<file path="config.mk">
export PLATFORM = sky130hd
export DESIGN_NAME = alu_operand_stage
export DESIGN_NICKNAME = d
export VERILOG_FILES = /design/src/rtl/alu_operand_stage.sv
export SDC_FILE = /design/constraint.sdc
export NUM_CORES = 1
export LEC_CHECK = 0
export BUFFER_PORTS_ARGS = -buffer_cell sky130_fd_sc_hd__clkbuf_2
export CORE_MARGIN = 2
export CORE_UTILIZATION = 49
export CTS_BUF_LIST = sky130_fd_sc_hd__clkbuf_8
export DETAILED_ROUTE_END_ITERATION = 8
export GPL_TIMING_DRIVEN = 0
export PLACE_DENSITY_LB_ADDON = 0.2
export SLEW_MARGIN = 20
export SYNTH_ARGS = -nofsm -noshare
export SYNTH_HDL_FRONTEND = slang
export SYNTH_SLANG_ARGS = --single-unit
</file>
<file path="constraint.sdc">
create_clock -name clk -period 3.6 [get_ports clk]
set_clock_uncertainty 0.2 [all_clocks]
set_input_delay 0.72 -clock clk [delete_from_list [all_inputs] [get_ports clk]]
set_output_delay 0.72 -clock clk [all_outputs]
set_load 0.05 [all_outputs]
</file>
<file path="src/rtl/alu_operand_stage.sv">
// alu_operand_stage: ID/EX register feeding the ALU with forwarding, immediate select and load-use stall
module alu_operand_stage #(
    parameter int DATA_WIDTH    = 32,
    parameter int OPCODE_LENGTH = 4,
    parameter int REG_ADDR_W    = 5
) (
    input  logic                     clk,
    input  logic                     rst_n,
    input  logic                     in_valid,
    output logic                     in_ready,
    input  logic [DATA_WIDTH-1:0]    in_rs1_data,
    input  logic [DATA_WIDTH-1:0]    in_rs2_data,
    input  logic [DATA_WIDTH-1:0]    in_imm,
    input  logic [REG_ADDR_W-1:0]    in_rs1,
    input  logic [REG_ADDR_W-1:0]    in_rs2,
    input  logic [REG_ADDR_W-1:0]    in_rd,
    input  logic                     in_alu_src,
    input  logic [OPCODE_LENGTH-1:0] in_operation,
    input  logic                     in_reg_write,
    input  logic                     in_mem_read,
    input  logic                     flush,
    input  logic [REG_ADDR_W-1:0]    exmem_rd,
    input  logic                     exmem_reg_write,
    input  logic [DATA_WIDTH-1:0]    exmem_result,
    input  logic [REG_ADDR_W-1:0]    memwb_rd,
    input  logic                     memwb_reg_write,
    input  logic [DATA_WIDTH-1:0]    memwb_result,
    output logic                     out_valid,
    input  logic                     out_ready,
    output logic [DATA_WIDTH-1:0]    SrcA,
    output logic [DATA_WIDTH-1:0]    SrcB,
    output logic [OPCODE_LENGTH-1:0] Operation,
    output logic [DATA_WIDTH-1:0]    out_store_data,
    output logic [REG_ADDR_W-1:0]    out_rd,
    output logic                     out_reg_write,
    output logic                     out_mem_read
);
    typedef struct packed {
        logic [DATA_WIDTH-1:0]    rs1_data;
        logic [DATA_WIDTH-1:0]    rs2_data;
        logic [DATA_WIDTH-1:0]    imm;
        logic [REG_ADDR_W-1:0]    rs1;
        logic [REG_ADDR_W-1:0]    rs2;
        logic [REG_ADDR_W-1:0]    rd;
        logic                     alu_src;
        logic [OPCODE_LENGTH-1:0] operation;
        logic                     reg_write;
        logic                     mem_read;
    } held_t;

    held_t h, n;
    logic hazard;
    logic [DATA_WIDTH-1:0] fwd_a, fwd_b;

    assign n = '{in_rs1_data, in_rs2_data, in_imm, in_rs1, in_rs2, in_rd,
                 in_alu_src, in_operation, in_reg_write, in_mem_read};

    assign hazard = out_valid && h.mem_read && h.rd != '0 && (h.rd == in_rs1 || h.rd == in_rs2);
    assign in_ready = (!out_valid || out_ready) && !hazard;

    always_ff @(posedge clk or negedge rst_n)
        if (!rst_n) begin
            out_valid <= 1'b0;
            h <= '0;
        end else if (flush) begin
            out_valid <= 1'b0;
        end else if (in_valid && in_ready) begin
            out_valid <= 1'b1;
            h <= n;
        end else if (out_valid && out_ready) begin
            out_valid <= 1'b0;
        end

    // EX/MEM is the younger producer, so it wins over MEM/WB; x0 is never forwarded
    always_comb begin
        fwd_a = exmem_reg_write && exmem_rd != '0 && exmem_rd == h.rs1 ? exmem_result :
                memwb_reg_write && memwb_rd != '0 && memwb_rd == h.rs1 ? memwb_result : h.rs1_data;
        fwd_b = exmem_reg_write && exmem_rd != '0 && exmem_rd == h.rs2 ? exmem_result :
                memwb_reg_write && memwb_rd != '0 && memwb_rd == h.rs2 ? memwb_result : h.rs2_data;
    end

    assign SrcA           = fwd_a;
    assign SrcB           = h.alu_src ? h.imm : fwd_b;
    assign Operation      = h.operation;
    assign out_store_data = fwd_b;
    assign out_rd         = h.rd;
    assign out_reg_write  = out_valid && h.reg_write;
    assign out_mem_read   = out_valid && h.mem_read;
endmodule

</file>
==> results of run 1 <==
==> sequential cells by signal, indices dropped and copies added (netlist names) <==
signal	count
out_valid	1
h	109
out_rd	5
Operation	4
==> kinds of logic after synthesis <==
| group | count (synthesis) | synth area share |
|---|---|---|
| flip-flops | 119 | 0.4402 |
| XOR/XNOR | 30 | 0.03884 |
| AO/OA/AOI/OAI | 106 | 0.08896 |
| multiplexers | 182 | 0.2970 |
| AND/OR/NAND/NOR | 115 | 0.08452 |
| buffers and inverters | 59 | 0.05049 |
==> metrics by stage <==
step / total power, mW / util
2_1_floorplan: 3.740 / -
3_3_place_gp: 4.341 / 0.6834
3_5_place_dp: 4.390 / 0.6861
4_1_cts: 5.870 / 0.7565
5_1_grt: 6.285 / 0.7896
6_report: 6.045 / 0.7896
==> final cells by class <==
type,instances,area (µm²)
sequential,119,2979
inverter,1,3.754
buffer,58,509.2
tap,176,220.2
multi-input combinational,433,4378
clock buffer,18,247.7
clock inverter,13,141.4
timing repair buffer,321,2059
fill,922,2809
==> how the worst max path moves through the flow <==
| stage | from | to | slack, ns | depth (start not counted) |
|---|---|---|---|---|
| 6_report | h[16] | SrcB[6] | -0.02 | 7 |
| 2_1_floorplan | exmem_rd[1] | SrcB[30] | -0.12 | 6 |
| 3_5_place_dp | exmem_rd[1] | SrcB[18] | -0.43 | 9 |
| 4_1_cts | exmem_rd[1] | SrcB[4] | 0.0002 | 9 |
| 5_1_grt | h[12] | SrcB[6] | -0.07 | 7 |
| 3_3_place_gp | exmem_rd[1] | SrcB[14] | -0.42 | 9 |
==> routing by layer <==
| metal | vias up | GRT usage | routed length [µm] |
|---|---|---|---|
| met4 | 0 | 0.1056 | 463 |
| li1 | 2908 | - | - |
| met2 | 250 | 0.5471 | 11940 |
| met1 | 3132 | 0.3451 | 8812 |
| met5 | - | 0 | 0 |
| met3 | 40 | 0.08177 | 1581 |
==> placed cells by master (no fill, tap or decap), drive strengths merged, types with 3 or more instances in the layout <==
master	instances
nor2	35
clkinv	5
o21ai	35
dfrtp	119
inv	5
mux2i	32
a31oi	32
mux2	150
nor3	34
clkbuf	323
xor2	17
xnor2	13
a21oi	33
buf	74
or4	4
nand3	33
bufinv	3
==> critical path: cells and delay by family (launching register included) <==
| family | cells | cell delay [ns] |
|---|---|---|
| AO/OA/AOI/OAI | 2 | 0.29 |
| flip-flops | 1 | 0.41 |
| XOR/XNOR | 1 | 0.20 |
| buffers and inverters | 2 | 0.39 |
| multiplexers | 1 | 0.28 |
| AND/OR/NAND/NOR | 1 | 0.67 |
==> power groups by stage <==
stage	registers [mW]	logic, mW	clock network, mW
detailed placement	1.74	2.65	0
global placement	1.73	2.61	0
finish	1.75	3.07	1.23
global route	1.78	3.21	1.30
floorplan	1.70	2.04	0
CTS	1.73	2.90	1.24
==> timing repair <==
item	in CTS	in global routing
endpoints found under the hold margin	0	0
pin swaps	3	9
gates resized for setup	161	128
setup buffers	2	6
endpoints found under the setup margin	95	64
cloned	1	4
hold buffers	0	0
==> flow_summary.ini, run 1 <==
[outcome]
status = finished with violations
violations = negative setup slack

[setup_path]
cp_max_fo = 10
crit-reg2reg-launch = out_rd[1]
worst-endpoint-required_ns = 2.68
worst_path_max_delay_cell = or4b_4
regToRegSetupSlack_ns = 0.91
cpPeakStageDelay_ns = 0.67
crit_chain = xor2_2, or4b_4, buf_12, o21ai_2, a31oi_4, mux2_4, clkbuf_8
rr_endpoint = h[76]
arrival_ns = 2.70
reg2regPathDepth = 7
start_kind = flip-flop
crit_type = reg -> out
crit_path_end_kind = output pin

[placement]
port_buffers = 307
dp_hpwl_um = 16720
dp.cells = 1095
pre_cts_slack_ns = -0.4289
globalplace.congestion = 0.8879
place_area_um2 = 9158

[route]
dr.first_iter.drc_count = 344
num_vias = 6330
drc = 0
ant_nets = 0
wl_per_cell_um = 20.01
wl_um = 22800
viasPerCell = 5.558
firstDrtPassIters = 5

[global_route]
grt_max_degree = 62
antenna_found_initial = 0
grt_pass1_wl_um = 33850
grt_pass1_vias = 6561
track_usage = 0.3031
grt-ovfl-total = 0

[pwr]
peakVddDrop_mv = 0.3432
power.share.clock = 0.203
netSwitchingFraction = 0.4288
switching_power_mw = 2.592
p_seq_frac = 0.289
comb_power_share = 0.508
p_int_mw = 3.453
p_leak_nw = 4.607
powerDensity_nw_per_um2 = 573.6

[floorplanning]
die_area_um2 = 14760
io_pins = 308
dieHeight_um = 121.5
initial_utilization = 0.5068
core_area_um2 = 13350
die_w_um = 121.5
rows = 42

[sta]
tns_ns = -0.02441
period_share = 1.005
whs_ns = 0.03661
finalHoldViolations = 0
relSlewSlack = 0.4633
setup_slack_ns = -0.01631
period_needed_ns = 3.616
rsz0062_at_grt = yes
max_freq_mhz = 276.5
tightest_slew_ns = 0.8050
maxSlewViolCount = 0
setup_viol = 3

[logic_synthesis]
yosysWarnings = 0
synth_seq_cells = 119
postSynthCellCount = 611
ys_types = 32
yosys.area.top_type = dfrtp_1
yosys.cell_count.top_type = mux2_2
synth_common_cells = 150 x mux2_2, 119 x dfrtp_1, 35 x nor2_1
synthTopCellsByArea = dfrtp_1 44%, mux2_2 25%, mux2i_1 4.7%
ys.flop_type = dfrtp_1
synth_area_per_cell_um2 = 11.07
ys_seq_area_frac = 0.4402
synth_top_area_frac = 0.4402
syn_area_um2 = 6765
syn_nets = 810
synth_edf_count = 0
synthArstFlopShare = 1.000

[hold_path]
hp-class = in -> async

[finish]
syn_to_final_growth_pct = 55.78
fin_cells = 1139
fin_area_um2 = 10540
final_nets = 1150
drive_gt1_frac = 0.6781
antennaDiodeCount = 0

[cts]
insertion_delay_ns = 0.45
cts_max_level = 4
tritoncts = built
cts_buffer_depth = 2
ctsRootBufferMaster = clkbuf_8
numCtsBuffers = 17
cts_sinks = 119
path_clk_slew_ns = 0.06

[run]
drv_cap = 0
Note: power is estimated with default switching activity, not from simulation.
==> run 2: changes to the inputs <==
--- a/config.mk
+++ b/config.mk
@@ -5,12 +5,13 @@
 export SDC_FILE = /design/constraint.sdc
 export NUM_CORES = 1
 export LEC_CHECK = 0
-export BUFFER_PORTS_ARGS = -buffer_cell sky130_fd_sc_hd__clkbuf_2
+export BUFFER_PORTS_ARGS = -buffer_cell sky130_fd_sc_hd__buf_2
 export CORE_MARGIN = 2
 export CORE_UTILIZATION = 49
 export CTS_BUF_LIST = sky130_fd_sc_hd__clkbuf_8
 export DETAILED_ROUTE_END_ITERATION = 8
 export GPL_TIMING_DRIVEN = 0
+export MAX_ROUTING_LAYER = met4
 export PLACE_DENSITY_LB_ADDON = 0.2
 export SLEW_MARGIN = 20
 export SYNTH_ARGS = -nofsm -noshare
==> flow_summary.ini, run 2 (synthesized netlist as in run 1, its figures left out) <==
[pwr]
p_total_mw = 5.985
peakVddDrop_mv = 0.4068
power.share.clock = 0.217
p_leak_nw = 4.483
comb_power_share = 0.493
powerDensity_nw_per_um2 = 578.9
switching_power_mw = 2.559
p_int_mw = 3.426
p_seq_frac = 0.290
netSwitchingFraction = 0.4275

[placement]
port_buffers = 307
pre_cts_slack_ns = -0.3906
globalplace.congestion = 0.8915
dp_hpwl_um = 16570

[setup_path]
cp_max_fo = 5
start_kind = input pin
worst-endpoint-required_ns = 2.68
crit_path_end_kind = output pin
arrival_ns = 2.72
crit_type = in -> out

[global_route]
met3_usage = 0.07190
grt_util_met1 = 0.3540
grt_pass1_wl_um = 34640
grt_max_degree = 68
track_usage = 0.3192
grt_pass1_vias = 6705
grt-busiest-layer = met2
grt-ovfl-total = 0
use_met2 = 0.5667
antenna_found_initial = 2

[sta]
rsz0062_at_grt = yes
max_freq_mhz = 274.7
relSlewSlack = 0.4239
maxSlewViolCount = 0
tightest_slew_ns = 0.8641
period_share = 1.011
period_needed_ns = 3.640
tns_ns = -0.1624
finalHoldViolations = 0
setup_slack_ns = -0.04033
setup_viol = 12

[run]
drv_cap = 0

[route]
wl_per_cell_um = 20.10
wl_um = 22990
ant_nets = 0
firstDrtPassIters = 5
viasPerCell = 5.573
num_vias = 6375
drc = 0
dr.first_iter.drc_count = 381

[cts]
cts_sinks = 119
insertion_delay_ns = 0.44
path_clk_slew_ns = 0.07
ctsRootBufferMaster = clkbuf_8
tritoncts = built
numCtsBuffers = 17
cts_buffer_depth = 2
cts_max_level = 4

[finish]
drive_gt1_frac = 0.6874
fin_util = 0.7747
final-seq-area_um2 = 2978
multiInputGateArea_um2 = 4313
final_cell_mix = 278 x buf_2, 140 x mux2_2, 119 x dfrtp_1
top_register = h
largest_reg_flops = 109
final_nets = 1153
fillers = 955
final_common_cell = buf_2
syn_to_final_growth_pct = 52.84

[outcome]
status = finished with violations
violations = negative setup slack

[floorplanning]
initial_utilization = 0.5068
dieHeight_um = 121.5
die_w_um = 121.5
die_area_um2 = 14760
rows = 42
core_area_um2 = 13350
io_pins = 308

[hold_path]
hp-class = in -> async
## run 2: changes by cell type in the layout (fill, tap and decap cells not counted), moves of 6 or more
| cell | delta |
|---|---|
| buf_2 | +271 |
| clkbuf_2 | -245 |
| clkbuf_4 | -22 |
| buf_6 | +18 |
| o21ai_2 | +14 |
| o21ai_4 | -14 |
| clkbuf_8 | -12 |
| nor3_1 | -10 |
| nor3_2 | +10 |
| buf_8 | -6 |
## run 2: per-layer routing
| metal | wire (µm) | vias up |
|---|---|---|
| met5 | 0 | - |
| met4 | 564 | 0 |
| met3 | 1606 | 52 |
| met2 | 12070 | 281 |
| met1 | 8753 | 3125 |
| li1 | - | 2917 |
## run 2: power groups by stage
stage | sequential (mW) | combinational, mW | clock (mW)
floorplan | 1.70 | 2.04 | 0
finish | 1.74 | 2.95 | 1.30
detailed placement | 1.74 | 2.65 | 0
CTS | 1.73 | 2.83 | 1.31
global route | 1.76 | 3.08 | 1.38
global placement | 1.73 | 2.61 | 0
## run 2: path summary, 6_finish.rpt
path                              from        end  slack (ns)  cells after the start
max reg2reg                  out_rd[2]      h[73]        0.94                      7
min reg2reg                      h[39]      h[39]        0.30                      1
min in group clk                 flush  out_valid        0.24                      2
min                              rst_n  out_rd[1]        0.02                      1
max in group asynchronous        rst_n      h[40]        2.45                      2
max                        exmem_rd[2]   SrcB[21]       -0.04                     10
## run 2: layout make-up
cell class                 count  share of cell area
tap                          176             0.02130
timing repair buffer         325              0.1894
antenna                        2           0.0004840
clock buffer                  18             0.02396
multi-input combinational    433              0.4171
sequential                   119              0.2880
inverter                       1           0.0003630
clock inverter                13             0.01597
buffer                        57             0.04344
## run 2: critical path, stage by stage
cell,delay (ns)
buf_8,0.10
or4_4,0.54
o211ai_4,0.23
or2_1,0.16
buf_6,0.16
buf_12,0.12
buf_12,0.13
a31oi_4,0.10
mux2_4,0.30
buf_8,0.15
## run 2: stage by stage
step	hold WS (ns)	instances	cell area [µm²]
detailed placement	0.2888	1095	9155
finish	0.02462	1144	10340
global placement	0.2822	1094	9121
global route	0.03981	1144	10340
CTS	0.03075	1137	10050
floorplan	0.2244	611	7365
## run 2: timing repair
action                     4_1_cts  5_1_grt
gates resized for setup        130       81
hold endpoints to repair         0        0
gates cloned                     2        0
pin swaps                        6        5
setup endpoints to repair       95       71
buffers inserted                 9        7
hold buffers                     0        0
==> run 3: changes to the inputs <==
--- a/config.mk
+++ b/config.mk
@@ -12,7 +12,7 @@
 export DETAILED_ROUTE_END_ITERATION = 8
 export GPL_TIMING_DRIVEN = 0
 export MAX_ROUTING_LAYER = met4
-export PLACE_DENSITY_LB_ADDON = 0.2
+export PLACE_DENSITY = 0.83
 export SLEW_MARGIN = 20
 export SYNTH_ARGS = -nofsm -noshare
 export SYNTH_HDL_FRONTEND = slang
==> flow_summary.ini, run 3 (synthesized netlist as in run 1, its figures left out) <==
[placement]
port_buffers = 307
dp.cells = 1095
globalplace.congestion = 0.9380
dp_hpwl_um = 16840

[setup_path]
worst-endpoint-required_ns = 2.68
reg2regPathDepth = 7
worstSetupStartpoint = memwb_rd[4]
crit_type = in -> out
setup.worst_path.end = SrcB[0]
arrival_ns = 2.71
crit-reg2reg-launch = out_rd[1]
regToRegSetupSlack_ns = 0.89
start_kind = input pin
rr_endpoint = h[73]
cp_max_fo = 5
crit_path_end_kind = output pin

[sta]
max_freq_mhz = 275.2
period_share = 1.009
tightest_slew_ns = 0.8189
rsz0062_at_grt = yes
period_needed_ns = 3.634
finalHoldViolations = 0
setup_viol = 5
relSlewSlack = 0.4541
maxSlewViolCount = 0
setup_slack_ns = -0.03414

[floorplanning]
dieHeight_um = 121.5
io_pins = 308
core_area_um2 = 13350
initial_utilization = 0.5068
die_w_um = 121.5
rows = 42
die_area_um2 = 14760

[pwr]
peakVddDrop_mv = 0.3590
p_leak_nw = 4.419
comb_power_share = 0.500
powerDensity_nw_per_um2 = 571.8
p_total_mw = 5.853
switching_power_mw = 2.548
p_seq_frac = 0.298
p_int_mw = 3.305
netSwitchingFraction = 0.4353
power.share.clock = 0.202

[cts]
numCtsBuffers = 17
cts_max_level = 4
insertion_delay_ns = 0.45
hold_buffers = 0
cts_buffer_depth = 2
ctsRootBufferMaster = clkbuf_8
path_clk_slew_ns = 0.07
cts_sinks = 119
tritoncts = built

[route]
viasPerCell = 5.613
dr.first_iter.drc_count = 428
ant_nets = 0
drc = 0
wl_per_cell_um = 20.52
firstDrtPassIters = 4
wl_um = 23250
num_vias = 6360

[finish]
top_register = h
largest_reg_flops = 109
final_nets = 1145
syn_to_final_growth_pct = 51.30
final_cell_mix = 272 x buf_2, 141 x mux2_2, 119 x dfrtp_1
final_common_cell = buf_2
drive_gt1_frac = 0.6817
fin_cells = 1133

[global_route]
grt_pass1_vias = 6752
grt_pass1_wl_um = 35150
antenna_found_initial = 2
grt-ovfl-total = 0
track_usage = 0.3253
grt_max_degree = 72

[outcome]
violations = negative setup slack
status = finished with violations

[hold_path]
hp-class = in -> async

[run]
drv_cap = 0
==> run 3: cell types whose count changed in the layout (fill, tap and decap cells not counted), sizes merged <==
cell,delta
buf,-17
bufinv,-3
clkbuf,+15
clkinv,-1
clkinvlp,-2
inv,-3
==> run 3: layout make-up <==
| type | count | area (µm²) |
|---|---|---|
| inverter | 1 | 3.754 |
| antenna | 2 | 5.005 |
| buffer | 56 | 483.0 |
| fill | 911 | 3112 |
| sequential | 119 | 2978 |
| timing repair buffer | 318 | 1848 |
| multi-input combinational | 433 | 4324 |
| clock buffer | 24 | 330.3 |
| tap | 176 | 220.2 |
| clock inverter | 4 | 43.79 |
==> run 3: worst min path at each step <==
| stage | startpoint | slack [ns] | cells after the start | endpoint |
|---|---|---|---|---|
| 2_1_floorplan | rst_n | 0.22 | 0 | Operation[0] |
| 5_1_grt | rst_n | 0.02 | 1 | out_rd[1] |
| 4_1_cts | rst_n | 0.002 | 1 | out_rd[1] |
| 3_5_place_dp | h[0] | 0.29 | 1 | h[0] |
| 3_3_place_gp | h[45] | 0.28 | 1 | h[45] |
| 6_report | rst_n | 0.005 | 1 | out_rd[1] |
==> run 3: critical path, cell delays in order <==
cell,delay (ns)
buf_2,0.14
xor2_2,0.20
or4b_4,0.61
o21ai_0,0.35
a31oi_4,0.18
mux2_4,0.29
buf_2,0.21
==> run 3: power by group through the flow <==
stage,Sequential (mW),Combinational [mW],Clock [mW]
after global routing,1.77,3.06,1.27
after global placement,1.73,2.62,0
after CTS,1.73,2.87,1.20
final,1.74,2.93,1.18
after detailed placement,1.74,2.65,0
after floorplan,1.70,2.04,0
==> run 3: stage by stage <==
| stage | cell area [µm²] | utilization | setup TNS, ns | setup slack [ns] | hold WS, ns |
|---|---|---|---|---|---|
| 6_report | 10240 | 0.7669 | -0.06857 | -0.03414 | 0.004525 |
| 5_1_grt | 10240 | 0.7669 | -1.763 | -0.1078 | 0.01722 |
| 4_1_cts | 10090 | 0.7559 | -0.05020 | -0.02315 | 0.002449 |
| 3_5_place_dp | 9155 | 0.6859 | -23.76 | -0.4243 | 0.2889 |
| 3_3_place_gp | 9121 | 0.6834 | -23.08 | -0.4367 | 0.2828 |
| 2_1_floorplan | 7365 | - | -1.145 | -0.1185 | 0.2244 |
==> run 3: layer usage <==
layer,up-vias,GRT usage,wire [µm]
met5,-,-,0
met4,0,0.1142,575
met3,48,0.08882,1476
met2,264,0.5621,12170
met1,3132,0.3626,9023
li1,2916,-,-
==> run 3: what timing repair did <==
action | 4_1_cts | 5_1_grt
buffers inserted | 8 | 1
cloned | 2 | 0
resized for setup | 154 | 44
pin swaps | 6 | 4
endpoints found under the setup margin | 95 | 62
